[src/rtl/step_motor_pkg.sv]
// Shared definitions for the stepper coil bus: phase codes, decoder states
// and the default position width.
package step_motor_pkg;

    localparam int POS_W_DEFAULT = 12;

    localparam logic [3:0] PH0    = 4'b1100;
    localparam logic [3:0] PH1    = 4'b0110;
    localparam logic [3:0] PH2    = 4'b0011;
    localparam logic [3:0] PH3    = 4'b1001;
    localparam logic [3:0] PH_OFF = 4'b0000;

    typedef enum logic [1:0] {
        UNLOCKED = 2'd0,
        TRACK    = 2'd1,
        FAULT    = 2'd2
    } state_t;

endpackage

[src/rtl/step_phase_lut.sv]
// Combinational coil pattern classifier: valid phase index, coils-off, or
// neither (illegal pattern).
module step_phase_lut
    import step_motor_pkg::*;
(
    input  logic [3:0] i_signal,
    output logic       o_valid,
    output logic       o_off,
    output logic [1:0] o_idx
);

    always_comb begin
        o_valid = 1'b0;
        o_off   = 1'b0;
        o_idx   = 2'd0;
        case (i_signal)
            PH0:     begin o_valid = 1'b1; o_idx = 2'd0; end
            PH1:     begin o_valid = 1'b1; o_idx = 2'd1; end
            PH2:     begin o_valid = 1'b1; o_idx = 2'd2; end
            PH3:     begin o_valid = 1'b1; o_idx = 2'd3; end
            PH_OFF:  o_off = 1'b1;
            default: ;
        endcase
    end

endmodule

[src/rtl/step_phase_decoder.sv]
// Receive-side stepper coil monitor: decodes phase steps into a signed
// position, direction and motion flag, and latches illegal/skipped phases.
// Define STEP_DEC_SYNC_EN to add a 2-flop input synchronizer for pin-sourced coils.
module step_phase_decoder
    import step_motor_pkg::*;
#(
    parameter int POS_W    = POS_W_DEFAULT,
    parameter int IDLE_CYC = 4
) (
    input  logic             div_clk,
    input  logic             rst,
    input  logic [3:0]       signal,
    input  logic             clear,
    output logic [POS_W-1:0] position,
    output logic             dir,
    output logic             step_pulse,
    output logic             moving,
    output logic             err
);

    localparam int                IDLE_W   = $clog2(IDLE_CYC + 1);
    localparam logic [IDLE_W-1:0] IDLE_MAX = IDLE_W'(IDLE_CYC);

    logic [3:0]        w_sample;
    logic              w_valid;
    logic              w_off;
    logic [1:0]        w_idx;
    logic [1:0]        w_delta;
    logic [IDLE_W-1:0] w_idle_inc;

    state_t            r_state;
    logic [1:0]        r_last;
    logic [IDLE_W-1:0] r_idle;
    logic [POS_W-1:0]  r_pos;
    logic              r_dir;
    logic              r_pulse;
    logic              r_moving;
    logic              r_err;

`ifdef STEP_DEC_SYNC_EN
    logic [3:0] r_sync1;
    logic [3:0] r_sync2;

    always_ff @(posedge div_clk or posedge rst) begin
        if (rst) begin
            r_sync1 <= 4'b0000;
            r_sync2 <= 4'b0000;
        end else begin
            r_sync1 <= signal;
            r_sync2 <= r_sync1;
        end
    end

    assign w_sample = r_sync2;
`else
    assign w_sample = signal;
`endif

    step_phase_lut u_lut (
        .i_signal (w_sample),
        .o_valid  (w_valid),
        .o_off    (w_off),
        .o_idx    (w_idx)
    );

    // Two-bit subtraction wraps naturally, giving the phase delta mod 4.
    assign w_delta    = w_idx - r_last;
    assign w_idle_inc = (r_idle == IDLE_MAX) ? IDLE_MAX : r_idle + 1'b1;

    always_ff @(posedge div_clk or posedge rst) begin
        if (rst) begin
            r_state  <= UNLOCKED;
            r_last   <= 2'd0;
            r_idle   <= '0;
            r_pos    <= '0;
            r_dir    <= 1'b0;
            r_pulse  <= 1'b0;
            r_moving <= 1'b0;
            r_err    <= 1'b0;
        end else begin
            r_pulse <= 1'b0;
            if (clear) begin
                r_state  <= UNLOCKED;
                r_idle   <= '0;
                r_pos    <= '0;
                r_moving <= 1'b0;
                r_err    <= 1'b0;
            end else begin
                case (r_state)
                    UNLOCKED: begin
                        if (w_valid) begin
                            r_last  <= w_idx;
                            r_state <= TRACK;
                        end else if (!w_off) begin
                            r_state <= FAULT;
                            r_err   <= 1'b1;
                        end
                    end
                    TRACK: begin
                        if (w_off) begin
                            r_moving <= 1'b0;
                            r_idle   <= IDLE_MAX;
                        end else if (!w_valid) begin
                            r_state  <= FAULT;
                            r_err    <= 1'b1;
                            r_moving <= 1'b0;
                        end else begin
                            case (w_delta)
                                2'd0: begin
                                    r_idle <= w_idle_inc;
                                    if (w_idle_inc == IDLE_MAX) r_moving <= 1'b0;
                                end
                                2'd1: begin
                                    r_pos    <= r_pos + 1'b1;
                                    r_dir    <= 1'b1;
                                    r_pulse  <= 1'b1;
                                    r_moving <= 1'b1;
                                    r_idle   <= '0;
                                    r_last   <= w_idx;
                                end
                                2'd3: begin
                                    r_pos    <= r_pos - 1'b1;
                                    r_dir    <= 1'b0;
                                    r_pulse  <= 1'b1;
                                    r_moving <= 1'b1;
                                    r_idle   <= '0;
                                    r_last   <= w_idx;
                                end
                                default: begin
                                    r_state  <= FAULT;
                                    r_err    <= 1'b1;
                                    r_moving <= 1'b0;
                                end
                            endcase
                        end
                    end
                    default: begin
                        r_moving <= 1'b0;
                        r_err    <= 1'b1;
                    end
                endcase
            end
        end
    end

    assign position   = r_pos;
    assign dir        = r_dir;
    assign step_pulse = r_pulse;
    assign moving     = r_moving;
    assign err        = r_err;

endmodule

[config.mk]
export PLATFORM = sky130hd
export DESIGN_NAME = step_phase_decoder
export DESIGN_NICKNAME = d
export VERILOG_FILES = /design/src/rtl/step_motor_pkg.sv /design/src/rtl/step_phase_lut.sv /design/src/rtl/step_phase_decoder.sv
export SDC_FILE = /design/constraint.sdc
export NUM_CORES = 1
export LEC_CHECK = 0
export ABC_CLOCK_PERIOD_IN_PS = 10000
export CELL_PAD_IN_SITES_DETAIL_PLACEMENT = 2
export CELL_PAD_IN_SITES_GLOBAL_PLACEMENT = 2
export CORE_UTILIZATION = 38
export CTS_BUF_LIST = sky130_fd_sc_hd__clkbuf_2 sky130_fd_sc_hd__clkbuf_4 sky130_fd_sc_hd__clkbuf_8
export DETAILED_ROUTE_END_ITERATION = 7
export GPL_ROUTABILITY_DRIVEN = 0
export HOLD_SLACK_MARGIN = 0.02
export PLACE_DENSITY = 0.92
export SETUP_SLACK_MARGIN = 0.3
export SYNTH_ARGS = -nofsm -noshare
export SYNTH_HDL_FRONTEND = slang
export SYNTH_SLANG_ARGS = --single-unit
export TNS_END_PERCENT = 5
[constraint.sdc]
create_clock -name div_clk -period 10 [get_ports div_clk]
set_input_delay 1.5 -clock div_clk [delete_from_list [all_inputs] [get_ports div_clk]]
set_output_delay 1.5 -clock div_clk [all_outputs]
set_load 0.01 [all_outputs]
==> flow_summary.yaml <==
timing:
  slew_viol_final: 0
  worst_hold_slack_ps: 522
  relSlewSlack_pct: 26.5
  setup_viol: 0
  hold_viol: 0
  period_needed_ps: 5700
  fin_skew_ps: 6.94
  tightest_slew_ps: 1100
  tns_ps: 0
  final.period_utilization_pct: 57.0
  fmax_mhz: 175
  rsz0062_at_grt: "no"
cells_and_area:
  syn_to_final_growth_pct: 15.8
  drive_gt1_share_pct: 8.72
  n_fill_cell: 502
  multiInputGateArea_um2: 1160
  diodes: 0
  num-nets-final: 239
  ff_latch_area_um2: 576
power:
  ir_drop_mv: 0.0523
  p_per_area_nw_per_um2: 108
  leakage_nw: 0.962
yosys:
  synth_compound_area_share_pct: 20.1
  syn_avg_cell_area_um2: 9.14
  yosys-top-cells-area: "dfrtp_1, ha_1, nor2_1"
  synth_area_um2: 1810
  synth-simple-area-share_pct: 23.9
  synth-xor-area-share_pct: 6.29
  synth_common_cells: "dfrtp_1, nor2_1, nand2_1"
  synth.distinct_cells: 57
  synth_cells: 198
  yosysSeqAreaShare_pct: 31.8
  synth_edf_count: 0
  synth_top_family_by_area: "simple AND/OR/NAND/NOR gates"
  synth.area.mux_share_pct: 4.70
  synth-async-reset-ratio_pct: 100
  synth_top_area_share_pct: 31.8
  ys_seq_elements: 23
  yosysTopAreaCell: "dfrtp_1"
  synthAdderAreaFrac_pct: 8.98
  syn_nets: 218
  synth_top_flop_cell: "dfrtp_1"
  ys_warn_count: 0
global_routing:
  grt_first_pass_wirelength_um: 8830
  track_usage_pct: 22.7
  globalRouteOverflowTotal: 0
  antenna_found_initial: 0
  grt_max_degree: 31
  grt_pass1_vias: 1738
routing:
  vias_per_cell: 5.87
  ant_nets: 0
  wl_um: 5170
  dr.pass1.iters: 6
  routedWlPerCell_um: 19.1
  vias: 1585
  drc: 0
  dr.first_iter.drc_count: 58
floorplan:
  io_pins: 23
  die_w_um: 71.0
  row_count: 24
  coreArea_um2: 4470
  dieArea_um2: 5040
  die_y_um: 71.0
  start_util_pct: 40.5
hold_path:
  whs_path_depth: 2
  worstHoldPathType: "flop to flop"
clocking:
  cts_tree: "done"
  cts_sinks: 23
  clockBufferDepth: 2
  clkLatencyLatePin_ps: 280
  cts_inserted_buffers: 3
  cts_setup_buffers: 0
  cts_resized: 0
  cts.clk_slew.worst_paths_ps: 100
  cts-htree-levels: 1
  clock-root-buffer: "clkbuf_8"
  postCtsHoldBufs: 0
critical_path:
  crit_required_ps: 10170
  setup.worst_path.end_class: "flop"
  path_class: "input port to flop"
  arrival_ps: 5870
  worstSetupStartpointType: "input port"
  path_max_fanout: 14
  worst-r2r-cell-count: 12
place:
  dp_hpwl_um: 3660
  port_buffers: 22
run:
  cap_violations: 0
outcome:
  outcome: "finished, final reports clean"
-- area by class of cell --
cell class	count	share of cell area, %
clock buffers	3	1.97
inverters	8	1.43
well taps	52	3.10
multi-input cells	161	55.3
clock inverters	1	0.239
flip-flops and latches	23	27.5
repair buffers	22	10.5
-- worst max-delay path, cell delays in order --
cell	delay, ps
clkdlybuf4s50_1	590
nor2_1	90
and3_1	190
a31oi_1	180
ha_1	390
a311oi_1	400
nor2_2	160
inv_2	260
ha_1	320
o21a_1	200
o21ai_0	460
o31a_2	270
o41ai_4	100
o221ai_2	190
mux2i_1	210
mux2_1	340
-- metrics by stage --
step	utilization (%)	instances	total power, W	setup WS, ps	instance area, um2
after CTS	46.8	270	0.000229	4210	2100
after global placement	45.8	266	0.000162	4210	2050
after global routing	46.8	270	0.000239	3920	2100
final	46.8	270	0.000227	4300	2100
after detailed placement	45.8	266	0.000165	3990	2050
after floorplan	-	198	0.000148	5090	1810
-- cell families (layout without fill, tap and decap cells) --
kind of cell             after synthesis  count (layout)
AO/OA/AOI/OAI                         46              46
multiplexers                           8               8
AND/OR/NAND/NOR                       81              81
flip-flops                            23              23
adder cells (fa/ha/maj)               13              13
buffers and inverters                 14              34
XOR/XNOR                              13              13
-- worst paths after layout --
kind                                  startpoint                  endpoint  slack [ps]
max in group asynchronous                    rst   position[3]$_DFFE_PP0P_        7700
min reg2reg                r_last[0]$_DFFE_PP0P_     r_last[0]$_DFFE_PP0P_         520
min in group asynchronous                    rst     r_idle[1]$_DFFE_PP0P_        1720
max reg2reg                r_last[0]$_DFFE_PP0P_  position[11]$_DFFE_PP0P_        6130
max                                    signal[0]  position[11]$_DFFE_PP0P_        4300
min                        r_last[0]$_DFFE_PP0P_     r_last[0]$_DFFE_PP0P_         520
-- per-layer routing --
metal | global-route usage, % | up-vias | wire length, um
li1 | - | 760 | -
met1 | 26.3 | 791 | 2260
met2 | 42.8 | 23 | 2720
met3 | 2.85 | 11 | 78
met4 | 8.00 | 0 | 104
met5 | 0 | - | 0
-- cell usage in the layout, fill, tap and decap left out, drive strengths merged, types with 4 or more instances in the layout --
master         count
a21oi             15
xnor2              9
nor2              24
clkdlybuf4s50     22
nor3               7
dfrtp             23
nand2             19
xor2               4
mux2i              4
mux2               4
ha                13
o21ai              6
inv                8
nand3              6
-- sequential cells by signal, indices dropped and copies added (netlist names) --
register / cells
r_idle: 3
step_pulse: 1
r_last: 2
err: 1
dir: 1
position: 12
moving: 1
r_state: 2
-- power breakdown --
part           switching (W)   total, W  internal, W
sequential        0.00000485   0.000103    0.0000984
clock              0.0000351  0.0000631    0.0000280
combinational      0.0000365  0.0000604    0.0000239
total              0.0000765   0.000227     0.000150
No activity file was read; power rests on OpenSTA's default activity.
